--- src/rtl/mem_arbiter_if.sv ---
// Bundle of requester-side and memory-side signals for the two-port memory arbiter.
// The arbiter uses the slave modport; the environment driving requests and the memory uses master.
interface mem_arbiter_if;
    localparam int unsigned ADDR_W = 6;
    localparam int unsigned DATA_W = 32;

    logic              req0;
    logic              we0;
    logic [ADDR_W-1:0] addr0;
    logic [DATA_W-1:0] wdata0;
    logic              gnt0;
    logic [DATA_W-1:0] rdata0;
    logic              rvalid0;

    logic              req1;
    logic              we1;
    logic [ADDR_W-1:0] addr1;
    logic [DATA_W-1:0] wdata1;
    logic              gnt1;
    logic [DATA_W-1:0] rdata1;
    logic              rvalid1;

    logic [ADDR_W-1:0] mem_addra;
    logic [DATA_W-1:0] mem_dina;
    logic              mem_wea;
    logic              mem_ena;
    logic              mem_getvalue;
    logic [DATA_W-1:0] mem_douta;

    modport slave (
        input  req0, we0, addr0, wdata0,
        input  req1, we1, addr1, wdata1,
        input  mem_douta,
        output gnt0, rdata0, rvalid0,
        output gnt1, rdata1, rvalid1,
        output mem_addra, mem_dina, mem_wea, mem_ena, mem_getvalue
    );

    modport master (
        output req0, we0, addr0, wdata0,
        output req1, we1, addr1, wdata1,
        output mem_douta,
        input  gnt0, rdata0, rvalid0,
        input  gnt1, rdata1, rvalid1,
        input  mem_addra, mem_dina, mem_wea, mem_ena, mem_getvalue
    );
endinterface

--- src/rtl/mem_arbiter.sv ---
// Two-port single-beat memory arbiter: round-robin on ties, bounded burst tenure while contended,
// unlimited tenure when uncontended. Grants are combinational; read data is registered.
module mem_arbiter #(
    parameter int unsigned MAX_BURST = 4
) (
    input  logic          clka,
    input  logic          rst_n,
    mem_arbiter_if.slave  bus
);
    localparam int unsigned BCNT_W = (MAX_BURST > 1) ? $clog2(MAX_BURST) : 1;
    localparam logic [BCNT_W-1:0] BCNT_LAST = BCNT_W'(MAX_BURST - 1);

    typedef enum logic [1:0] {IDLE, OWN0, OWN1} state_e;

    state_e            state_q, state_d;
    logic              lsp_q, lsp_d;
    logic [BCNT_W-1:0] bcnt_q, bcnt_d;
    logic [31:0]       rdata0_q, rdata1_q;
    logic              rvalid0_q, rvalid1_q;

    logic own_k, req_own, req_oth;
    logic enter, enter_tgt;
    logic gnt0, gnt1, any_gnt;

    // Grants are gated by rst_n so a beat in a reset cycle is aborted.
    assign gnt0    = rst_n && (state_q == OWN0) && bus.req0;
    assign gnt1    = rst_n && (state_q == OWN1) && bus.req1;
    assign any_gnt = gnt0 | gnt1;

    assign own_k   = (state_q == OWN1);
    assign req_own = own_k ? bus.req1 : bus.req0;
    assign req_oth = own_k ? bus.req0 : bus.req1;

    always_ff @(posedge clka) begin
        if (!rst_n) begin
            state_q   <= IDLE;
            lsp_q     <= 1'b1;
            bcnt_q    <= '0;
            rdata0_q  <= '0;
            rdata1_q  <= '0;
            rvalid0_q <= 1'b0;
            rvalid1_q <= 1'b0;
        end else begin
            state_q   <= state_d;
            lsp_q     <= lsp_d;
            bcnt_q    <= bcnt_d;
            rvalid0_q <= gnt0 & ~bus.we0;
            rvalid1_q <= gnt1 & ~bus.we1;
            if (gnt0 && !bus.we0) rdata0_q <= bus.mem_douta;
            if (gnt1 && !bus.we1) rdata1_q <= bus.mem_douta;
        end
    end

    always_comb begin
        state_d   = state_q;
        lsp_d     = lsp_q;
        bcnt_d    = bcnt_q;
        enter     = 1'b0;
        enter_tgt = 1'b0;
        case (state_q)
            IDLE: begin
                if (bus.req0 && bus.req1) begin
                    enter     = 1'b1;
                    enter_tgt = ~lsp_q;
                end else if (bus.req0 || bus.req1) begin
                    enter     = 1'b1;
                    enter_tgt = bus.req1;
                end
            end
            OWN0, OWN1: begin
                if (!req_own) begin
                    if (req_oth) begin
                        enter     = 1'b1;
                        enter_tgt = ~own_k;
                    end else begin
                        state_d = IDLE;
                    end
                end else if (bcnt_q == BCNT_LAST) begin
                    // Burst limit only forces a handover if the other side is waiting.
                    if (req_oth) begin
                        enter     = 1'b1;
                        enter_tgt = ~own_k;
                    end else begin
                        bcnt_d = '0;
                    end
                end else begin
                    bcnt_d = bcnt_q + BCNT_W'(1);
                end
            end
            default: state_d = IDLE;
        endcase
        if (enter) begin
            state_d = enter_tgt ? OWN1 : OWN0;
            lsp_d   = enter_tgt;
            bcnt_d  = '0;
        end
    end

    // Idle memory port is driven to zeros with getvalue set, freezing content.
    always_comb begin
        bus.mem_addra = '0;
        bus.mem_dina  = '0;
        bus.mem_wea   = 1'b0;
        if (gnt0) begin
            bus.mem_addra = bus.addr0;
            bus.mem_dina  = bus.wdata0;
            bus.mem_wea   = bus.we0;
        end else if (gnt1) begin
            bus.mem_addra = bus.addr1;
            bus.mem_dina  = bus.wdata1;
            bus.mem_wea   = bus.we1;
        end
    end

    assign bus.mem_ena      = any_gnt;
    assign bus.mem_getvalue = ~any_gnt;
    assign bus.gnt0         = gnt0;
    assign bus.gnt1         = gnt1;
    assign bus.rdata0       = rdata0_q;
    assign bus.rdata1       = rdata1_q;
    assign bus.rvalid0      = rvalid0_q;
    assign bus.rvalid1      = rvalid1_q;
endmodule

--- src/flat_wrapper.sv ---
// flat-port wrapper written by rule: the top's interface ports become plain ports
module mem_arbiter_flat 
#(
    parameter int unsigned MAX_BURST = 4
)
  (clka, rst_n, bus_req0, bus_we0, bus_addr0, bus_wdata0, bus_req1, bus_we1, bus_addr1, bus_wdata1, bus_mem_douta, bus_gnt0, bus_rdata0, bus_rvalid0, bus_gnt1, bus_rdata1, bus_rvalid1, bus_mem_addra, bus_mem_dina, bus_mem_wea, bus_mem_ena, bus_mem_getvalue);
  mem_arbiter_if bus_i ();
  input  logic clka;
  input  logic rst_n;
  input wire logic [$bits(bus_i.req0)-1:0] bus_req0;
  input wire logic [$bits(bus_i.we0)-1:0] bus_we0;
  input wire logic [$bits(bus_i.addr0)-1:0] bus_addr0;
  input wire logic [$bits(bus_i.wdata0)-1:0] bus_wdata0;
  input wire logic [$bits(bus_i.req1)-1:0] bus_req1;
  input wire logic [$bits(bus_i.we1)-1:0] bus_we1;
  input wire logic [$bits(bus_i.addr1)-1:0] bus_addr1;
  input wire logic [$bits(bus_i.wdata1)-1:0] bus_wdata1;
  input wire logic [$bits(bus_i.mem_douta)-1:0] bus_mem_douta;
  output wire logic [$bits(bus_i.gnt0)-1:0] bus_gnt0;
  output wire logic [$bits(bus_i.rdata0)-1:0] bus_rdata0;
  output wire logic [$bits(bus_i.rvalid0)-1:0] bus_rvalid0;
  output wire logic [$bits(bus_i.gnt1)-1:0] bus_gnt1;
  output wire logic [$bits(bus_i.rdata1)-1:0] bus_rdata1;
  output wire logic [$bits(bus_i.rvalid1)-1:0] bus_rvalid1;
  output wire logic [$bits(bus_i.mem_addra)-1:0] bus_mem_addra;
  output wire logic [$bits(bus_i.mem_dina)-1:0] bus_mem_dina;
  output wire logic [$bits(bus_i.mem_wea)-1:0] bus_mem_wea;
  output wire logic [$bits(bus_i.mem_ena)-1:0] bus_mem_ena;
  output wire logic [$bits(bus_i.mem_getvalue)-1:0] bus_mem_getvalue;
  assign bus_i.req0 = bus_req0;
  assign bus_i.we0 = bus_we0;
  assign bus_i.addr0 = bus_addr0;
  assign bus_i.wdata0 = bus_wdata0;
  assign bus_i.req1 = bus_req1;
  assign bus_i.we1 = bus_we1;
  assign bus_i.addr1 = bus_addr1;
  assign bus_i.wdata1 = bus_wdata1;
  assign bus_i.mem_douta = bus_mem_douta;
  assign bus_gnt0 = bus_i.gnt0;
  assign bus_rdata0 = bus_i.rdata0;
  assign bus_rvalid0 = bus_i.rvalid0;
  assign bus_gnt1 = bus_i.gnt1;
  assign bus_rdata1 = bus_i.rdata1;
  assign bus_rvalid1 = bus_i.rvalid1;
  assign bus_mem_addra = bus_i.mem_addra;
  assign bus_mem_dina = bus_i.mem_dina;
  assign bus_mem_wea = bus_i.mem_wea;
  assign bus_mem_ena = bus_i.mem_ena;
  assign bus_mem_getvalue = bus_i.mem_getvalue;
  mem_arbiter #(.MAX_BURST(MAX_BURST)) u_core (.clka(clka), .rst_n(rst_n), .bus(bus_i));
endmodule
--- config.mk ---
export PLATFORM = sky130hd
export DESIGN_NAME = mem_arbiter_flat
export DESIGN_NICKNAME = d
export VERILOG_FILES = /design/src/rtl/mem_arbiter_if.sv /design/src/rtl/mem_arbiter.sv /design/src/flat_wrapper.sv
export SDC_FILE = /design/constraint.sdc
export NUM_CORES = 1
export LEC_CHECK = 0
export BUFFER_PORTS_ARGS = -buffer_cell sky130_fd_sc_hd__buf_2
export CAP_MARGIN = 10
export CORE_ASPECT_RATIO = 1.2
export CORE_UTILIZATION = 34
export CTS_BUF_LIST = sky130_fd_sc_hd__clkbuf_2 sky130_fd_sc_hd__clkbuf_4 sky130_fd_sc_hd__clkbuf_8
export CTS_CLUSTER_SIZE = 30
export DETAILED_ROUTE_END_ITERATION = 10
export GPL_TIMING_DRIVEN = 0
export PLACE_DENSITY = 0.68
export SYNTH_ARGS = -nofsm -noshare
export SYNTH_HDL_FRONTEND = slang
export SYNTH_SLANG_ARGS = --single-unit
--- constraint.sdc ---
create_clock -name clka -period 3.55 [get_ports clka]
set_input_delay 0.1775 -clock clka [delete_from_list [all_inputs] [get_ports clka]]
set_output_delay 0.1775 -clock clka [all_outputs]
set_load 0.02 [all_outputs]
==> impl_metrics.tcl, run 1 <==
set metrics [dict create \
    num_rows 38 \
    area_growth_pct 47.1 \
    end_kind "output pin" \
    max_slew_margin 0.644 \
    drtAntennaViolNets 0 \
    setup_violations 0 \
    status "completed" \
    worst_slew_pin_slew_ns 0.534 \
    clk_pin_slew_ns 0.08 \
    synthesis.nets 508 \
    required_ns 3.37 \
    synth_top_area_cell "dfxtp_1" \
    synth_cells 388 \
    design.core.area_mm2 0.00899 \
    ys.flop_type "dfxtp_1" \
    grt_pass1_wl_mm 17.0 \
    cts_resized 0 \
    fill_cells 898 \
    final_core_util 0.512 \
    fmax_mhz 376 \
    vias 3653 \
    synth.top_cells.by_count "133 x nand2_1, 71 x dfxtp_1, 65 x o21ai_0, 39 x a22o_1" \
    dp_hpwl_mm 9.76 \
    drv_cap 0 \
    cp.arrival_ns 2.49 \
    initial_utilization 0.348 \
    cts_root_buf "clkbuf_8" \
    syn-cell-area_mm2 0.00313 \
    drt_pass1_iterations 4 \
    grt_max_degree 12 \
    synth_area_leaders "dfxtp_1 45%, nand2_1 16%, a22o_1 11%" \
    synth_edf_count 0 \
    hold_viol 0 \
    synth_seq_cells 71 \
    grtUsageMet1 0.257 \
    hp-class "in -> reg" \
    grtUsageMet2 0.442 \
    clock_path_buffers 2 \
    p_leak_uw 0.00231 \
    cts_tree "done" \
    pin_count 223 \
    grt-busiest-layer "met2" \
    crit_path_max_fanout 10 \
    vias_per_cell 4.88 \
    layout.area.seq_mm2 0.00142 \
    avgSynthCellArea_um2 8.07 \
    netlist.area_leader.share 0.454 \
    cts_setup_buffers 0 \
    die_y_um 107 \
    drive_gt1_frac 0.418 \
    seq_area_frac_synth 0.454 \
    met3_usage 0.0631 \
    async_reset_ff_frac 0 \
    drt_wl_total_mm 12.0 \
    die_w_um 89.6 \
    p_per_area_mw_per_mm2 476 \
    gp_congestion 0.784 \
    antenna_found_initial 4 \
    clock_sinks 71 \
    min_period_over_period 0.750 \
    synth_warnings 0 \
    peakVddDrop_mv 0.300 \
    holdBufCountCts 0 \
    drt_iter0_markers 188 \
    slew_viol_final 0 \
    drcViolationCount 0 \
    portBuffers 220 \
    cts_buffers 9 \
    wire_per_inst_um 16.0 \
    place_area_mm2 0.00438 \
    num-nets-final 739 \
    grt_overflow 0 \
    ys_types 35 \
    synth.most_common_cell "nand2_1" \
    grt_usage 0.244 \
    rsz0062_at_grt "no" \
    multi_input_area_mm2 0.00153 \
    final.min_clock_period_ns 2.66 \
    setup_tns_ns 0 \
    die-area_mm2 0.00960 \
    grt_pass1_vias 3349 \
    ctsHtreeMaxLevel 3 \
    fin_area_mm2 0.00460 \
    crit_type "reg -> out" \
    clk_latency_ns 0.34 \
    finalClockSkew_ns 0.00896 \
    start_kind "flop" \
]
-- layout make-up --
class	count	area share
multi-input cells	278	0.333
flip-flops and latches	71	0.309
repair buffers	220	0.239
clock buffers	13	0.0375
well taps	120	0.0326
plain buffers	31	0.0318
clock inverters	3	0.00870
inverters	8	0.00652
diodes	4	0.00217
-- where the power goes --
part	switching, uW	leakage, uW	internal [uW]
logic	381	0.00163	253
registers	33.3	0.000574	855
clock network	282	0.000113	388
-- registers in the layout, indices dropped and copies added, names as in the netlist --
register and cells:
u_core.bcnt_q 2, u_core.bus.rdata0 32, u_core.bus.rdata1 32, u_core.bus.rvalid0 1
u_core.bus.rvalid1 1, u_core.lsp_q 1, u_core.state_q 2
-- cell families after synthesis --
group | Yosys count | synth area share
DFF | 71 | 0.454
adders and majority gates | 6 | 0.0240
buffers and inverters | 39 | 0.0564
AOI/OAI and AO/OA | 110 | 0.236
and+or+nand+nor | 156 | 0.208
muxes | 6 | 0.0216
-- cells in the final DEF (no fill, tap or decap), types with 2 or more instances in the layout --
cell type	netlist	final
a22o_1	39	39
buf_2	14	234
clkbuf_1	14	14
clkbuf_8	0	12
clkinv_2	0	2
dfxtp_1	71	71
diode_2	0	4
ha_1	6	6
inv_1	8	8
mux2_2	2	2
mux2i_1	3	3
nand2_1	133	133
nand2b_1	3	3
nand3_1	2	2
nand4b_1	2	2
nor2_1	5	5
o21ai_0	65	65
-- per-stage QoR --
step / power (uW) / hold WS, ns / cells / setup WS (ns)
6_report: 2190 / 0.0418 / 748 / 0.887
3_3_place_gp: 1530 / 0.387 / 728 / 1.33
5_1_grt: 2310 / 0.0373 / 745 / 0.679
3_5_place_dp: 1540 / 0.392 / 728 / 1.27
4_1_cts: 2210 / 0.0262 / 744 / 0.900
2_1_floorplan: 1310 / 0.286 / 388 / 1.80
-- path summary, 6_finish.rpt --
check / start / to / slack, ns / cells past startpoint
min reg2reg: u_core.bus.rdata1[4] / u_core.bus.rdata1[4] / 0.46 / 2
max: u_core.state_q[0] / bus_mem_dina[25] / 0.89 / 8
min: bus_mem_douta[20] / u_core.bus.rdata1[20] / 0.04 / 3
max reg2reg: u_core.state_q[0] / u_core.lsp_q / 1.63 / 6
-- worst max-delay path, stage by stage (launching register included) --
cell	delay [ns]
dfxtp_1	0.34
inv_1	0.11
ha_1	0.31
nand3_1	0.23
nor2_1	0.20
buf_2	0.26
buf_4	0.23
a22o_1	0.25
buf_2	0.21
-- metal layers --
metal  wire (um)  up-vias
li1            -     1783
met4         321        2
met5          13        -
met3        1040       22
met1        4560     1674
met2        6010      172
Note: power is estimated with default switching activity, not from simulation.
==> run 2, diff against run 1 <==
- PLACE_DENSITY: 0.68 -> 0.7
- clock period: 3.55 -> 2.35 ns (I/O delays scaled with it)
==> run 2 against run 1 <==
Compared with the run above: clock skew rose by 0.00086 ns; sequential power up 52%; wire length grew 5.6%; non-clock buffer count up 32; global-route usage increased by 1.6 points; combinational power rose by 62%; die area unchanged; clock-buffer cell count down 2; final cell count rose by 3.7%; clock power grew 84%; critical endpoint is now bus_mem_dina[29]; final area is 8.6% higher.
==> impl_metrics.tcl, run 2 (synthesis gave the netlist of run 1 again) <==
set metrics [dict create \
    status "completed" \
    fmax_mhz 462 \
    vias 3836 \
    peakVddDrop_mv 0.408 \
    setup_violations 0 \
    dp_hpwl_mm 9.59 \
    mostFrequentLayoutCells "231 x buf_2, 133 x nand2_1, 70 x dfxtp_1" \
    layout.area.seq_mm2 0.00142 \
    clk_latency_ns 0.35 \
    design.core.area_mm2 0.00899 \
    drv_cap 0 \
    crit_type "reg -> out" \
    drive_gt1_frac 0.410 \
    vias_per_cell 4.94 \
    min_period_over_period 0.920 \
    power_uw 3610 \
    placed_cells 728 \
    finalClockSkew_ns 0.00981 \
    ctsHtreeMaxLevel 3 \
    drt_pass1_iterations 6 \
    portBuffers 220 \
    clock_path_buffers 2 \
    drcViolationCount 0 \
    grt_overflow 0 \
    rsz0062_at_grt "no" \
    setup_tns_ns 0 \
    fill_cells 870 \
    die_w_um 89.6 \
    cts_buffers 9 \
    initial_utilization 0.348 \
    grt_pass1_vias 3749 \
    die-area_mm2 0.00960 \
    drtAntennaViolNets 0 \
    slew_viol_final 0 \
    fin_cells 776 \
    grt_max_degree 13 \
    required_ns 2.23 \
    pin_count 223 \
    final_common_cell "buf_2" \
    end_kind "output pin" \
    clock_sinks 71 \
    hold_viol 0 \
    drt_wl_total_mm 12.6 \
    area_growth_pct 59.8 \
    clk_pin_slew_ns 0.08 \
    die_y_um 107 \
    multi_input_area_mm2 0.00156 \
    cts_root_buf "clkbuf_8" \
    cp.arrival_ns 2.05 \
    p_leak_uw 0.00247 \
    drt_iter0_markers 209 \
    crit_path_max_fanout 10 \
    start_kind "flop" \
    grt_usage 0.260 \
    cts_tree "done" \
    antenna_found_initial 0 \
    gp_congestion 0.810 \
    p_per_area_mw_per_mm2 721 \
    whs_path_depth 3 \
    num-nets-final 771 \
    final.min_clock_period_ns 2.16 \
    wire_per_inst_um 16.3 \
    worst_slew_pin_slew_ns 0.647 \
    hp-class "in -> reg" \
    cts_setup_buffers 0 \
    num_rows 38 \
    rr_worst_depth 6 \
    grt_pass1_wl_mm 18.3 \
    max_slew_margin 0.568 \
    diodes 0 \
]
[run 2: metal layers]
| layer | GRT usage | part of all wire | up-vias |
|---|---|---|---|
| met2 | 0.449 | 0.49 | 207 |
| met1 | 0.293 | 0.39 | 1770 |
| met4 | 0.102 | 0.022 | 0 |
| met3 | 0.0793 | 0.10 | 21 |
| met5 | 0 | 0 | - |
| li1 | - | - | 1838 |
[run 2: worst max-delay path, stage by stage (launching register included)]
cell and delay, ns:
dfxtp_1 0.34, inv_1 0.15, ha_4 0.20, nand3_2 0.16, nor2_4 0.17, buf_6 0.15, buf_6 0.15, a22o_1 0.15
buf_2 0.20
[run 2: path summary, 6_finish.rpt]
path | endpoint | slack, ns | startpoint
setup reg to reg | u_core.state_q[1] | 0.40 | u_core.state_q[0]
hold / removal | u_core.lsp_q | 0.19 | rst_n
setup / recovery | bus_mem_dina[29] | 0.19 | u_core.state_q[0]
hold reg to reg | u_core.bus.rdata1[26] | 0.46 | u_core.bus.rdata1[26]
[run 2: final cells by class]
class                           instances  share of cell area
Tap cell                              120              0.0300
Timing Repair Buffer                  252               0.285
Buffer                                 31              0.0320
Multi-Input combinational cell        278               0.311
Clock buffer                           11              0.0303
Sequential cell                        71               0.284
Clock inverter                          5              0.0208
Inverter                                8             0.00600
[run 2: report_power, final]
part | switching [uW] | total, uW | internal [uW]
Sequential | 54.6 | 1350 | 1290
Combinational | 601 | 1030 | 430
Clock | 465 | 1230 | 763
Total | 1120 | 3610 | 2480
[run 2: stage by stage]
| stage | worst slack, ns | util | area [um2] | hold slack (ns) |
|---|---|---|---|---|
| detailed placement | 0.184 | 0.488 | 4380 | 0.335 |
| finish | 0.187 | 0.557 | 5000 | 0.193 |
| global route | 0.0405 | 0.557 | 5000 | 0.220 |
| global placement | 0.272 | 0.488 | 4380 | 0.328 |
| floorplan | 0.599 | - | 3130 | 0.226 |
| CTS | 0.0346 | 0.553 | 4970 | 0.174 |
[run 2: what timing repair did]
item	CTS	global route
hold endpoints to repair	62	0
gates resized for setup	6	12
setup endpoints to repair	20	22
pin swaps	0	0
hold buffers	32	0
==> run 3, diff against run 2 <==
- CTS_CLUSTER_DIAMETER: unset -> 200
- PLACE_DENSITY: 0.7 -> 0.71
==> run 3 against run 2 <==
Compared with the run above: sequential share of layout area fell by 0.057 points; sequential cell count stayed put; worst hold slack got worse by 0.016 ns; largest cell class unchanged; sequential power hardly changed; maximum frequency fell by 3.9%; first-iteration DRC count increased by 4.8%; final area increased by 0.20%; final cell count is the same.
==> impl_metrics.tcl, run 3 (synthesis gave the netlist of run 1 again) <==
set metrics [dict create \
    setup_violations 0 \
    placed_cells 728 \
    fin_area_mm2 0.00501 \
    drt_pass1_iterations 5 \
    grt_max_degree 13 \
    fin_cells 776 \
    p_leak_uw 0.00247 \
    peakVddDrop_mv 0.565 \
    start_kind "flop" \
    ctsHtreeMaxLevel 3 \
    grt_overflow 0 \
    antenna_found_initial 0 \
    required_ns 2.23 \
    grt_pass1_vias 3603 \
    drv_cap 0 \
    crit_type "reg -> out" \
    final.min_clock_period_ns 2.25 \
    hp-class "in -> reg" \
    p_per_area_mw_per_mm2 725 \
    cp_top_family "buffers and inverters" \
    cts_buffers 9 \
    portBuffers 220 \
    slew_viol_final 0 \
    clock_path_buffers 2 \
    initial_utilization 0.348 \
    status "completed" \
    drcViolationCount 0 \
    cp.arrival_ns 2.13 \
    vias_per_cell 4.94 \
    rsz0062_at_grt "no" \
    die_y_um 107 \
    clk_pin_slew_ns 0.07 \
    hold_viol 0 \
    num-nets-final 771 \
    clk_latency_ns 0.36 \
    setup_tns_ns 0 \
    gp_congestion 0.841 \
    wire_per_inst_um 16.4 \
    crit_chain "inv_1 -> ha_1 -> nand3_1 -> inv_1 -> nor2_4 -> buf_6 -> buf_6 -> a22o_1 -> clkbuf_4" \
    dp_hpwl_mm 9.80 \
    area_growth_pct 60.1 \
    design.core.area_mm2 0.00899 \
    pin_count 223 \
    die_w_um 89.6 \
    r2r_slack_ns 0.38 \
    finalClockSkew_ns 0.00731 \
    cts_setup_buffers 0 \
    drtAntennaViolNets 0 \
    clock_sinks 71 \
    mostFrequentLayoutCells "227 x buf_2, 133 x nand2_1, 70 x dfxtp_1" \
    die-area_mm2 0.00960 \
    final_common_cell "buf_2" \
    end_kind "output pin" \
    final_core_util 0.558 \
    cpMaxStageDelayCell "dfxtp_2" \
    num_rows 38 \
    power_uw 3630 \
    drt_wl_total_mm 12.8 \
    vias 3832 \
    crit_path_max_fanout 10 \
    fmax_mhz 444 \
    slowest_delay_ns 0.40 \
    drive_gt1_frac 0.409 \
    cts_tree "done" \
    worst_slew_pin_slew_ns 0.542 \
    max_slew_margin 0.638 \
    grt_pass1_wl_mm 18.4 \
    diodes 0 \
    place_area_mm2 0.00438 \
    cts_root_buf "clkbuf_8" \
    fill_cells 850 \
    cp.buffers_inverters 5 \
    min_period_over_period 0.958 \
    grt_usage 0.262 \
    drt_iter0_markers 219 \
]
-- run 3: cell types whose count changed in the layout (fill, tap and decap cells not counted), sizes merged --
cell    before  now
clkbuf      27   32
buf        235  230
-- run 3: power by group --
group	internal, uW	switching [uW]	total [uW]
clock network	763	483	1250
logic	432	607	1040
registers	1290	55.1	1350
total	2490	1140	3630
-- run 3: worst register-to-register path, stage by stage, from the launching register on --
cell and delay, ns:
dfxtp_1 0.40, inv_1 0.13, ha_1 0.40, nand4b_1 0.12, o32a_1 0.31, nand3_2 0.15
mux2_2 0.35
-- run 3: final timing paths --
path | start | to | depth (start not counted)
hold reg to reg | u_core.bus.rdata0[16] | u_core.bus.rdata0[16] | 2
hold / removal | rst_n | u_core.lsp_q | 3
setup reg to reg | u_core.state_q[0] | u_core.state_q[1] | 6
setup / recovery | u_core.state_q[1] | bus_mem_dina[30] | 9
-- run 3: final cells by class --
cell class,instances,area (um2),area share
buffer,31,160,0.0320
clock buffer,11,151,0.0302
clock inverter,5,104,0.0207
inverter,8,30.0,0.00599
multi-input combinational,278,1560,0.311
sequential,71,1420,0.284
tap,120,150,0.0300
timing repair buffer,252,1440,0.287
-- run 3: metal layers --
layer | vias to the layer above | routed length, um | GRT usage
met5 | - | 0 | 0
met4 | 0 | 241 | 0.0986
met3 | 20 | 1380 | 0.0993
met2 | 195 | 6300 | 0.456
met1 | 1772 | 4830 | 0.283
li1 | 1845 | - | -
-- run 3: metrics by stage --
step	setup WS (ns)	hold slack, ns
after floorplan	0.599	0.226
after global placement	0.249	0.329
after detailed placement	0.161	0.336
after CTS	0.00417	0.171
after global routing	0.00589	0.189
final	0.0991	0.177
-- run 3: repair_timing --
action                                  in CTS  in global routing
pin swaps                                    0                  0
hold buffers                                32                  0
hold endpoints to repair                    63                  0
gates resized for setup                      5                 16
endpoints found under the setup margin      20                 26
